[config.mk]
export PLATFORM = sky130hd
export DESIGN_NAME = counter_sweep_ctrl
export DESIGN_NICKNAME = d
export VERILOG_FILES = /design/src/rtl/counter_sweep_ctrl_pkg.sv /design/src/rtl/counter_sweep_ctrl_tick_prescaler.sv /design/src/rtl/counter_sweep_ctrl.sv
export SDC_FILE = /design/constraint.sdc
export NUM_CORES = 1
export LEC_CHECK = 0
export CAP_MARGIN = 20
export CORE_UTILIZATION = 47
export DETAILED_ROUTE_END_ITERATION = 6
export PLACE_DENSITY = 0.78
export SYNTH_ARGS = -nofsm -noshare
export SYNTH_HDL_FRONTEND = slang
export SYNTH_SLANG_ARGS = --single-unit
export TNS_END_PERCENT = 30
[constraint.sdc]
create_clock -name clk -period 2.3 [get_ports clk]
set_input_delay 0.46 -clock clk [delete_from_list [all_inputs] [get_ports clk]]
set_output_delay 0.46 -clock clk [all_outputs]
set_load 0.05 [all_outputs]
[src/rtl/counter_sweep_ctrl_pkg.sv]
// Shared types and constants for the counter sweep controller.
// The state encoding fits in 3 bits so it lines up with the VGA side's encodings.
package counter_sweep_ctrl_pkg;

  typedef enum logic [2:0] {
    IDLE      = 3'd0,
    CLEAR     = 3'd1,
    RUN_FWD   = 3'd2,
    DWELL_TOP = 3'd3,
    RUN_BWD   = 3'd4,
    DWELL_BOT = 3'd5,
    DONE      = 3'd6
  } sweep_state_t;

  localparam int COUNTER_WIDTH          = 6;
  localparam int DEFAULT_TICKS_PER_STEP = 1;
  localparam int DEFAULT_DWELL_FRAMES   = 4;

  // The trip counter saturates rather than wrapping back to zero.
  function automatic logic [15:0] sat_inc16(input logic [15:0] value);
    return (value == 16'hFFFF) ? value : value + 16'd1;
  endfunction

endpackage

[src/rtl/counter_sweep_ctrl_tick_prescaler.sv]
// Counts tick pulses up to N and flags the N-th one with a same-cycle 'hit'.
// A synchronous clear zeroes the count so no partial progress survives a state change.
module tick_prescaler #(
  parameter int N = 1
) (
  input  logic clk,
  input  logic reset,
  input  logic clear,
  input  logic tick,
  output logic hit
);

  localparam int NN = (N < 1) ? 1 : N;
  localparam int CW = $clog2(NN + 1);

  logic [CW-1:0] count;

  // Combinational so the caller can act in the very cycle the N-th tick arrives.
  assign hit = tick && (count == CW'(NN - 1));

  always_ff @(posedge clk or negedge reset) begin
    if (!reset) begin
      count <= '0;
    end else if (clear || hit) begin
      count <= '0;
    end else if (tick) begin
      count <= count + 1'b1;
    end
  end

endmodule

[src/rtl/counter_sweep_ctrl.sv]
// Ping-pong sweep controller for an up/down sprite counter, stepped by VGA frame ticks.
// Tracks a shadow position and flags any disagreement with the counter it drives.
module counter_sweep_ctrl
  import counter_sweep_ctrl_pkg::*;
#(
  parameter int WIDTH          = COUNTER_WIDTH,
  parameter int TICKS_PER_STEP = DEFAULT_TICKS_PER_STEP,
  parameter int DWELL_FRAMES   = DEFAULT_DWELL_FRAMES,
  parameter int ROUND_TRIPS    = 0
) (
  input  logic             clk,
  input  logic             reset,
  input  logic             start,
  input  logic             stop,
  input  logic             frame_tick,
  input  logic [WIDTH-1:0] cnt_out,
  input  logic             cnt_finish,
  output logic             cnt_enable,
  output logic             cnt_forward,
  output logic             cnt_clear,
  output logic             busy,
  output logic             sweep_done,
  output logic             pos_err
);

  localparam logic [WIDTH-1:0] TOP = '1;

  sweep_state_t     state, next_state;
  logic [WIDTH-1:0] shadow;
  logic [15:0]      trips, trips_plus;
  logic             check_pending;
  logic             accept_start, trip_inc;
  logic             run_state, dwell_state, leaving;
  logic             step_hit, dwell_hit;
  logic             at_top, at_bot;

  assign run_state    = (state == RUN_FWD) || (state == RUN_BWD);
  assign dwell_state  = (state == DWELL_TOP) || (state == DWELL_BOT);
  assign leaving      = (next_state != state);
  assign at_top       = (shadow == TOP);
  assign at_bot       = (shadow == '0);
  assign trips_plus   = sat_inc16(trips);
  assign accept_start = start && !stop && ((state == IDLE) || (state == DONE));

  assign busy        = (state != IDLE) && (state != DONE);
  assign cnt_forward = !((state == DWELL_TOP) || (state == RUN_BWD));
  assign cnt_clear   = (state == CLEAR) && !stop;

  tick_prescaler #(.N(TICKS_PER_STEP)) u_step (
    .clk   (clk),
    .reset (reset),
    .clear (!run_state || leaving),
    .tick  (frame_tick && run_state),
    .hit   (step_hit)
  );

  tick_prescaler #(.N((DWELL_FRAMES < 1) ? 1 : DWELL_FRAMES)) u_dwell (
    .clk   (clk),
    .reset (reset),
    .clear (!dwell_state || leaving),
    .tick  (frame_tick && dwell_state),
    .hit   (dwell_hit)
  );

  // Stepping is refused at either end even if the counter never raises finish.
  always_comb begin
    next_state = state;
    cnt_enable = 1'b0;
    trip_inc   = 1'b0;
    if (stop) begin
      next_state = IDLE;
    end else begin
      case (state)
        IDLE, DONE: if (start) next_state = CLEAR;
        CLEAR:      next_state = RUN_FWD;
        RUN_FWD: begin
          if (at_top) begin
            if (cnt_finish) next_state = (DWELL_FRAMES == 0) ? RUN_BWD : DWELL_TOP;
          end else if (step_hit) begin
            cnt_enable = 1'b1;
          end
        end
        DWELL_TOP:  if (dwell_hit) next_state = RUN_BWD;
        RUN_BWD: begin
          if (at_bot) begin
            if (cnt_finish) begin
              trip_inc = 1'b1;
              if ((ROUND_TRIPS != 0) && (trips_plus == 16'(ROUND_TRIPS)))
                next_state = DONE;
              else
                next_state = (DWELL_FRAMES == 0) ? RUN_FWD : DWELL_BOT;
            end
          end else if (step_hit) begin
            cnt_enable = 1'b1;
          end
        end
        DWELL_BOT:  if (dwell_hit) next_state = RUN_FWD;
        default:    next_state = IDLE;
      endcase
    end
  end

  // The counter's new value is only valid the cycle after a step, so compare then.
  always_ff @(posedge clk or negedge reset) begin
    if (!reset) begin
      state         <= IDLE;
      shadow        <= '0;
      trips         <= '0;
      pos_err       <= 1'b0;
      check_pending <= 1'b0;
      sweep_done    <= 1'b0;
    end else begin
      state         <= next_state;
      sweep_done    <= (next_state == DONE) && (state != DONE);
      check_pending <= cnt_enable;
      if (accept_start) begin
        shadow  <= '0;
        trips   <= '0;
        pos_err <= 1'b0;
      end else begin
        if (cnt_enable) shadow <= (state == RUN_FWD) ? shadow + 1'b1 : shadow - 1'b1;
        if (trip_inc) trips <= trips_plus;
        if (check_pending && (cnt_out != shadow)) pos_err <= 1'b1;
      end
    end
  end

endmodule

==> results of run 1 <==
[layout make-up]
type | count | area [um2]
Clock buffer | 4 | 36.3
Fill cell | 186 | 791
Inverter | 7 | 26.3
Multi-Input combinational cell | 98 | 706
Sequential cell | 16 | 400
Tap cell | 28 | 35.0
Timing Repair Buffer | 27 | 260
[logic make-up (layout without fill, tap and decap cells)]
family | count (synthesis) | in the layout | synth area share
adder cells (fa/ha/maj) | 7 | 7 | 0.0824
flip-flops | 16 | 16 | 0.347
other | 1 | 1 | 0.00325
multiplexers | 3 | 3 | 0.0260
buffers and inverters | 13 | 38 | 0.0564
AND/OR/NAND/NOR | 45 | 45 | 0.202
XOR/XNOR | 11 | 11 | 0.0835
AO/OA/AOI/OAI | 31 | 31 | 0.200
[Yosys cell counts, types with 3 or more instances]
| cell type | count |
|---|---|
| dfrtp_1 | 16 |
| ha_1 | 6 |
| nor2_1 | 8 |
| nand3_1 | 5 |
| nor3_1 | 3 |
| xnor2_1 | 5 |
| mux2i_1 | 3 |
| nand2_1 | 13 |
| a31oi_1 | 4 |
| a211oi_1 | 3 |
| xor2_1 | 6 |
| o21ai_1 | 4 |
| o21ai_0 | 4 |
| inv_1 | 6 |
| a21oi_1 | 6 |
| clkbuf_1 | 3 |
[metrics by stage]
stage	utilization	TNS [ns]	cells
floorplan	-	0	127
global placement	0.622	0	174
detailed placement	0.622	0	174
CTS	0.647	-0.0576	180
global route	0.649	-0.193	180
finish	0.649	-0.0679	180
[power groups by stage]
stage / clock [mW] / combinational, mW / sequential (mW)
2_1_floorplan: 0 / 0.239 / 0.356
3_3_place_gp: 0 / 0.334 / 0.353
3_5_place_dp: 0 / 0.349 / 0.354
4_1_cts: 0.194 / 0.357 / 0.348
5_1_grt: 0.217 / 0.395 / 0.356
6_report: 0.194 / 0.364 / 0.349
[what timing repair did]
action,4_1_cts,5_1_grt
gates resized for setup,2,2
pin swaps,3,0
endpoints found under the setup margin,2,2
hold endpoints to repair,0,0
buffers inserted,2,0
[routing by layer]
| metal | global-route usage | wire [um] |
|---|---|---|
| met5 | 0 | 0 |
| met2 | 0.392 | 1220 |
| met1 | 0.281 | 1130 |
| met4 | 0.122 | 80 |
| met3 | 0.0322 | 119 |
[sequential cells by signal, summed over array words and instances, names as in the netlist]
signal,flops
state,3
shadow,6
u_dwell.count,3
pos_err,1
check_pending,1
u_step.count,1
sweep_done,1
[critical path, cell delays in order (launching register included)]
cell and delay (ns):
dfrtp_1 0.40, or3b_4 0.40, clkinv_1 0.07, o21ai_2 0.06, a2111oi_4 0.47, buf_12 0.19
[final timing paths]
kind / from / endpoint / slack, ns / cells after the start
worst max register to register: state[2] / shadow[5] / 0.06 / 8
min in group asynchronous: reset / pos_err / 0.58 / 1
worst min-delay path: u_dwell.count[1] / u_dwell.count[1] / 0.55 / 2
worst max-delay path: state[2] / cnt_enable / -0.07 / 5
max in group asynchronous: reset / u_dwell.count[0] / 1.26 / 1
worst min register to register: u_dwell.count[1] / u_dwell.count[1] / 0.55 / 2
==> metrics.md, run 1 <==
| Metric | Value |
|---|---|
| Commonest non-fill, non-tap cell in the layout | dfrtp_1 |
| Clk_lat worst skew | roughly 0.3 ns |
| Cell Rows | 17 |
| Post-DP Area | approximately 0.0014 mm2 |
| Post-synthesis cell type count | 40 |
| Comb pwr share | 0.401 |
| Post-DRT Antenna Nets | 0 |
| Initial antenna violation count | 0 |
| Clk pwr share | 0.213 |
| Vias | between 1000 and 1500 |
| Final HPWL DP | a little under 2000 um |
| ANT cells | 0 |
| RSZ-0062 raised after global routing | yes |
| First-pass GRT wire length | about 4500 um |
| Nets | between 150 and 200 |
| Syn Std Cell Area | 0.00115 mm2 |
| Final wirelength | approximately 2600 um |
| Die ar. | roughly 0.0027 mm2 |
| Max_cap viols | 0 |
| Outcome | complete, but fails checks |
| DRC Markers | 0 |
| Measured slew at the worst slew-check pin | between 0.7 and 0.8 ns |
| Remaining Overflow, GRT | 0 |
| P_leak | around 0.65 nW |
| Number of port buffers | 17 |
| Syn-to-layout area delta | 26.9% |
| Post-Synthesis Cells | between 100 and 150 |
| CTS H-tree lvls | 1 |
| Fin crit period | roughly 2.4 ns |
| Worst EP required | roughly 1.8 ns |
| Failing checks | negative setup slack |
| Hold Crit Class | flip-flop to flip-flop |
| Pint | between 500 and 600 uW |
| Routability cong. | 0.950 |
| WHS | 0.546 ns |
| Syn avg cell area | slightly above 9 um2 |
| DRT iter0 DRCs | 13 |
| Die H | between 50 and 60 um |
| Register share of total power | 0.385 |
| Clock Path Buffers | 2 |
| Slew headroom | 0.518 |
| Fmax achieved | ~0.42 GHz |
| Number of synthesized flops with an enable pin | 0 |
| CP Class | flip-flop to output port |
| Most frequent cells in the layout | dfrtp_1 (16), nand2_1 (13), clkdlybuf4s50_1 (13), buf_4 (12), nor2_1 (8) |
| Vias per inst | between 5 and 6 |
| Initial Util | 0.512 |
| I/O pin cnt | 18 |
| Yosys warning count | 0 |
| Largest net degree at the start of global routing | 17 |
| Worst endpoint data arrival time | about 1.9 ns |
| Sw frac | 0.368 |
| Routed len/inst | approximately 14 um |
| Worst vdd rail ir drop | 0.000292 V |
| Post-synth top area share | 0.347 |
| Most used DFF post-synth | dfrtp_1 |
| CTS tree | yes |
| Clk sinks | 16 |
| Mapped Nets | 146 |
| Final Skew | 0.00776 ns |
| Synth area leader | dfrtp_1 |
| Top post-synthesis cells by area | dfrtp_1 (35%), ha_1 (6.5%), xor2_1 (4.6%) |
| Final period util | 1.03 |
| Vias in the first global route | about 1000 |
| Register area share after synthesis | 0.347 |
| #FFs+latches synth | 16 |
| Die X-Extent | 51.5 um |
| Design area | 0.00146 mm2 |
| First drt pass iteration count | 4 |
| GRT Total Usage | 0.230 |
| Layout cells sized above 1 | 0.171 |
| CTS Root Cell | clkbuf_4 |
| Core ar. | about 0.0023 mm2 |
| Hold buffers post-CTS | 0 |
| Worst Path Max Fanout | 3 |
| Post-synth ARST share | 1.00 |
| Clock slew at reported path FFs | 0.10 ns |
| Startpoint types | flip-flop |
| Tot Pwr | roughly 910 uW |
| Critical path capture point type | output port |
| Number of buffers created by CTS | 3 |
| Final Hold Violating Endpoints | 0 |
| Switching Power | around 330 uW |
| Pre-CTS setup slack | between 0.02 and 0.03 ns |
| Fin. max-slew vios | 0 |
| Final setup fails | 1 |
| Final worst slack | -0.0679 ns |
| PD cells | just over 600 mW/mm2 |
(Power assumes the default switching activity.)
==> inputs of run 2 (changes only) <==
--- a/config.mk
+++ b/config.mk
@@ -6,7 +6,10 @@
 export NUM_CORES = 1
 export LEC_CHECK = 0
 export CAP_MARGIN = 20
-export CORE_UTILIZATION = 47
+export CELL_PAD_IN_SITES_DETAIL_PLACEMENT = 1
+export CELL_PAD_IN_SITES_GLOBAL_PLACEMENT = 2
+export CORE_MARGIN = 4
+export CORE_UTILIZATION = 29
 export DETAILED_ROUTE_END_ITERATION = 6
 export PLACE_DENSITY = 0.78
 export SYNTH_ARGS = -nofsm -noshare
==> run 2 against run 1 <==
- the flow still finishes with violations (negative setup slack)
- clock power up 31%
- largest power group unchanged
- clock skew is essentially flat
- utilization is 23 points lower
- die area grew 90%
- global-route usage shrank 9.8 points
- cell count is 12% higher
==> metrics.md, run 2 (synthesis gave the netlist of run 1 again) <==
| Metric | Value |
|---|---|
| Worst Path Max Fanout | 3 (unchanged) |
| Fmax achieved | 0.434 GHz (+2.7%) |
| Number of port buffers | 17 (unchanged) |
| First drt pass iteration count | 4 (unchanged) |
| Clk_lat worst skew | 0.26 ns (-0.04 ns) |
| Commonest non-fill, non-tap cell in the layout | dfrtp_1 |
| Design area | 0.00155 mm2 (+6.0%) |
| Grt met1 use | 0.169 (-0.112) |
| Met2 capacity usage during global routing | 0.221 (-0.170) |
| FF-to-FF path depth | 8 (unchanged) |
| Cell Rows | 22 (+5) |
| Fin crit period | 2.31 ns (-0.0629 ns) |
| PD cells | 658 mW/mm2 (+6.3%) |
| Worst hold stages | 2 (unchanged) |
| Slew headroom | 0.499 (-0.0194) |
| Max_cap viols | 0 (unchanged) |
| CTS H-tree lvls | 1 (unchanged) |
| First-pass GRT wire length | 5340 um (+19%) |
| CP Class | flip-flop to output port |
| Layout cells sized above 1 | 0.221 (+0.0497) |
| # fillers | 450 (+140%) |
| Post-DRT Antenna Nets | 0 (unchanged) |
| Fin. max-slew vios | 0 (unchanged) |
| Worst path slowest cell | or3b_4 |
| Final HPWL DP | 2400 um (+23%) |
| Failing checks | negative setup slack |
| CTS Root Cell | clkbuf_8 |
| Outcome | complete, but fails checks |
| Hold Crit Class | flip-flop to flip-flop |
| Final Hold Violating Endpoints | 0 (unchanged) |
| DRC Markers | 0 (unchanged) |
| P_leak | 0.670 nW (+3.7%) |
| Largest net degree at the start of global routing | 17 (unchanged) |
| Vias | 1028 (-0.68%) |
| RSZ-0062 raised after global routing | yes |
| Top reg by flops | shadow |
| Final period util | 1.00 (-0.0273) |
| Vias in the first global route | 1098 (+6.9%) |
| Die ar. | 0.00505 mm2 (+90%) |
| Most frequent cells in the layout | dfrtp_1 (16), buf_4 (14), nand2_1 (13), clkdlybuf4s50_1 (13), nor2_1 (8) |
| Routed len/inst | 15.4 um (+8.6%) |
| CP top delay family | simple AND/OR/NAND/NOR gates |
| Clock slew at reported path FFs | 0.07 ns (-0.03 ns) |
| Biggest regs | shadow: 6 flops, state: 3 flops, u_dwell.count: 3 flops |
| Vias per inst | 5.09 (-11%) |
| Number of flip-flops in the largest register | 6 (unchanged) |
| CTS tree | yes |
| Nets | 174 (+1.2%) |
| Routability cong. | 0.802 (-16%) |
| Startpoint types | flip-flop |
| Core ar. | 0.00374 mm2 (+66%) |
| Stages on worst setup path | 6 (+1) |
| Final Skew | 0.00752 ns (-0.000245 ns) |
| Final worst slack | -0.00502 ns (+0.0629 ns) |
| Initial antenna violation count | 0 (unchanged) |
| Critical path capture point type | output port |
| Clock Path Buffers | 2 (unchanged) |
| WHS | 0.539 ns (-0.00725 ns) |
| Pre-CTS setup slack | -0.0152 ns (-0.0447 ns) |
| Initial Util | 0.308 (-0.203) |
| Worst endpoint data arrival time | 1.85 ns (-0.06 ns) |
| ANT cells | 0 (unchanged) |
| Die X-Extent | 71.1 um (+38%) |
| Final setup fails | 1 (unchanged) |
| Gr busiest metal | met2 |
| Final wirelength | 3120 um (+22%) |
| Worst EP required | 1.84 ns (about the same) |
| Die H | 71.1 um (+38%) |
| Post-DP Area | 0.00143 mm2 (+2.3%) |
| Clk sinks | 16 (unchanged) |
| CP max stage delay | 0.42 ns (-0.05 ns) |
| Worst path cell trace | or3b_4 > clkinv_2 > o21ai_2 > a2111oi_4 > buf_4 > buf_12 |
| GR Util met3 | 0.0398 (+0.00761) |
| Buf/Inv on CP | 3 (+1) |
| Remaining Overflow, GRT | 0 (unchanged) |
| Syn-to-layout area delta | 34.5% |
| Worst vdd rail ir drop | 0.000303 V (+3.6%) |
| DRT iter0 DRCs | 57 (+44) |
| Measured slew at the worst slew-check pin | 0.749 ns (+0.0290 ns) |
| I/O pin cnt | 18 (unchanged) |
| Number of buffers created by CTS | 3 (unchanged) |
| GRT Total Usage | 0.132 (-0.0982) |
-- run 2: final cells by class --
class	instances	area, um2	area share
Inverter	7	27.5	0.0177
Clock buffer	4	55.1	0.0355
Tap cell	48	60.1	0.0387
Sequential cell	16	400	0.258
Multi-Input combinational cell	98	733	0.473
Timing Repair Buffer	29	275	0.177
-- run 2: repair_timing --
item | CTS | global route
gates resized for setup | 5 | 5
buffers inserted | 3 | 0
endpoints found under the hold margin | 0 | 0
hold buffers | 0 | 0
pin swaps | 2 | 1
endpoints found under the setup margin | 2 | 2
-- run 2: report_power, final --
part	leakage [nW]	switching, mW	internal [mW]
combinational	0.425	0.222	0.194
sequential	0.216	0.0410	0.310
clock	0.0288	0.103	0.152
-- run 2: final timing paths --
check | from | slack [ns] | endpoint
min in group asynchronous | reset | 0.64 | pos_err
max in group asynchronous | reset | 1.18 | u_dwell.count[0]
max | state[2] | -0.005 | cnt_enable
min reg2reg | u_dwell.count[1] | 0.54 | u_dwell.count[1]
min | u_dwell.count[1] | 0.54 | u_dwell.count[1]
max reg2reg | state[2] | 0.12 | shadow[5]
-- run 2: per-layer routing --
metal / up-vias / share of wire
met3: 5 / 0.035
met2: 17 / 0.50
li1: 501 / -
met1: 505 / 0.46
met5: - / 0
met4: 0 / 0.0074
-- run 2: stage by stage --
step	TNS (ns)	cells	util	total power, mW
4_1_cts	-0.00520	202	0.407	1.01
5_1_grt	-0.126	202	0.414	1.09
2_1_floorplan	0	127	-	0.595
3_5_place_dp	-0.0152	195	0.383	0.734
6_report	-0.00502	202	0.414	1.02
3_3_place_gp	0	195	0.383	0.716
-- run 2: tightest hold or removal path, stage by stage, from the launching register on --
cell     delay [ns]
dfrtp_1        0.35
mux2i_1        0.07
nor2_1         0.08
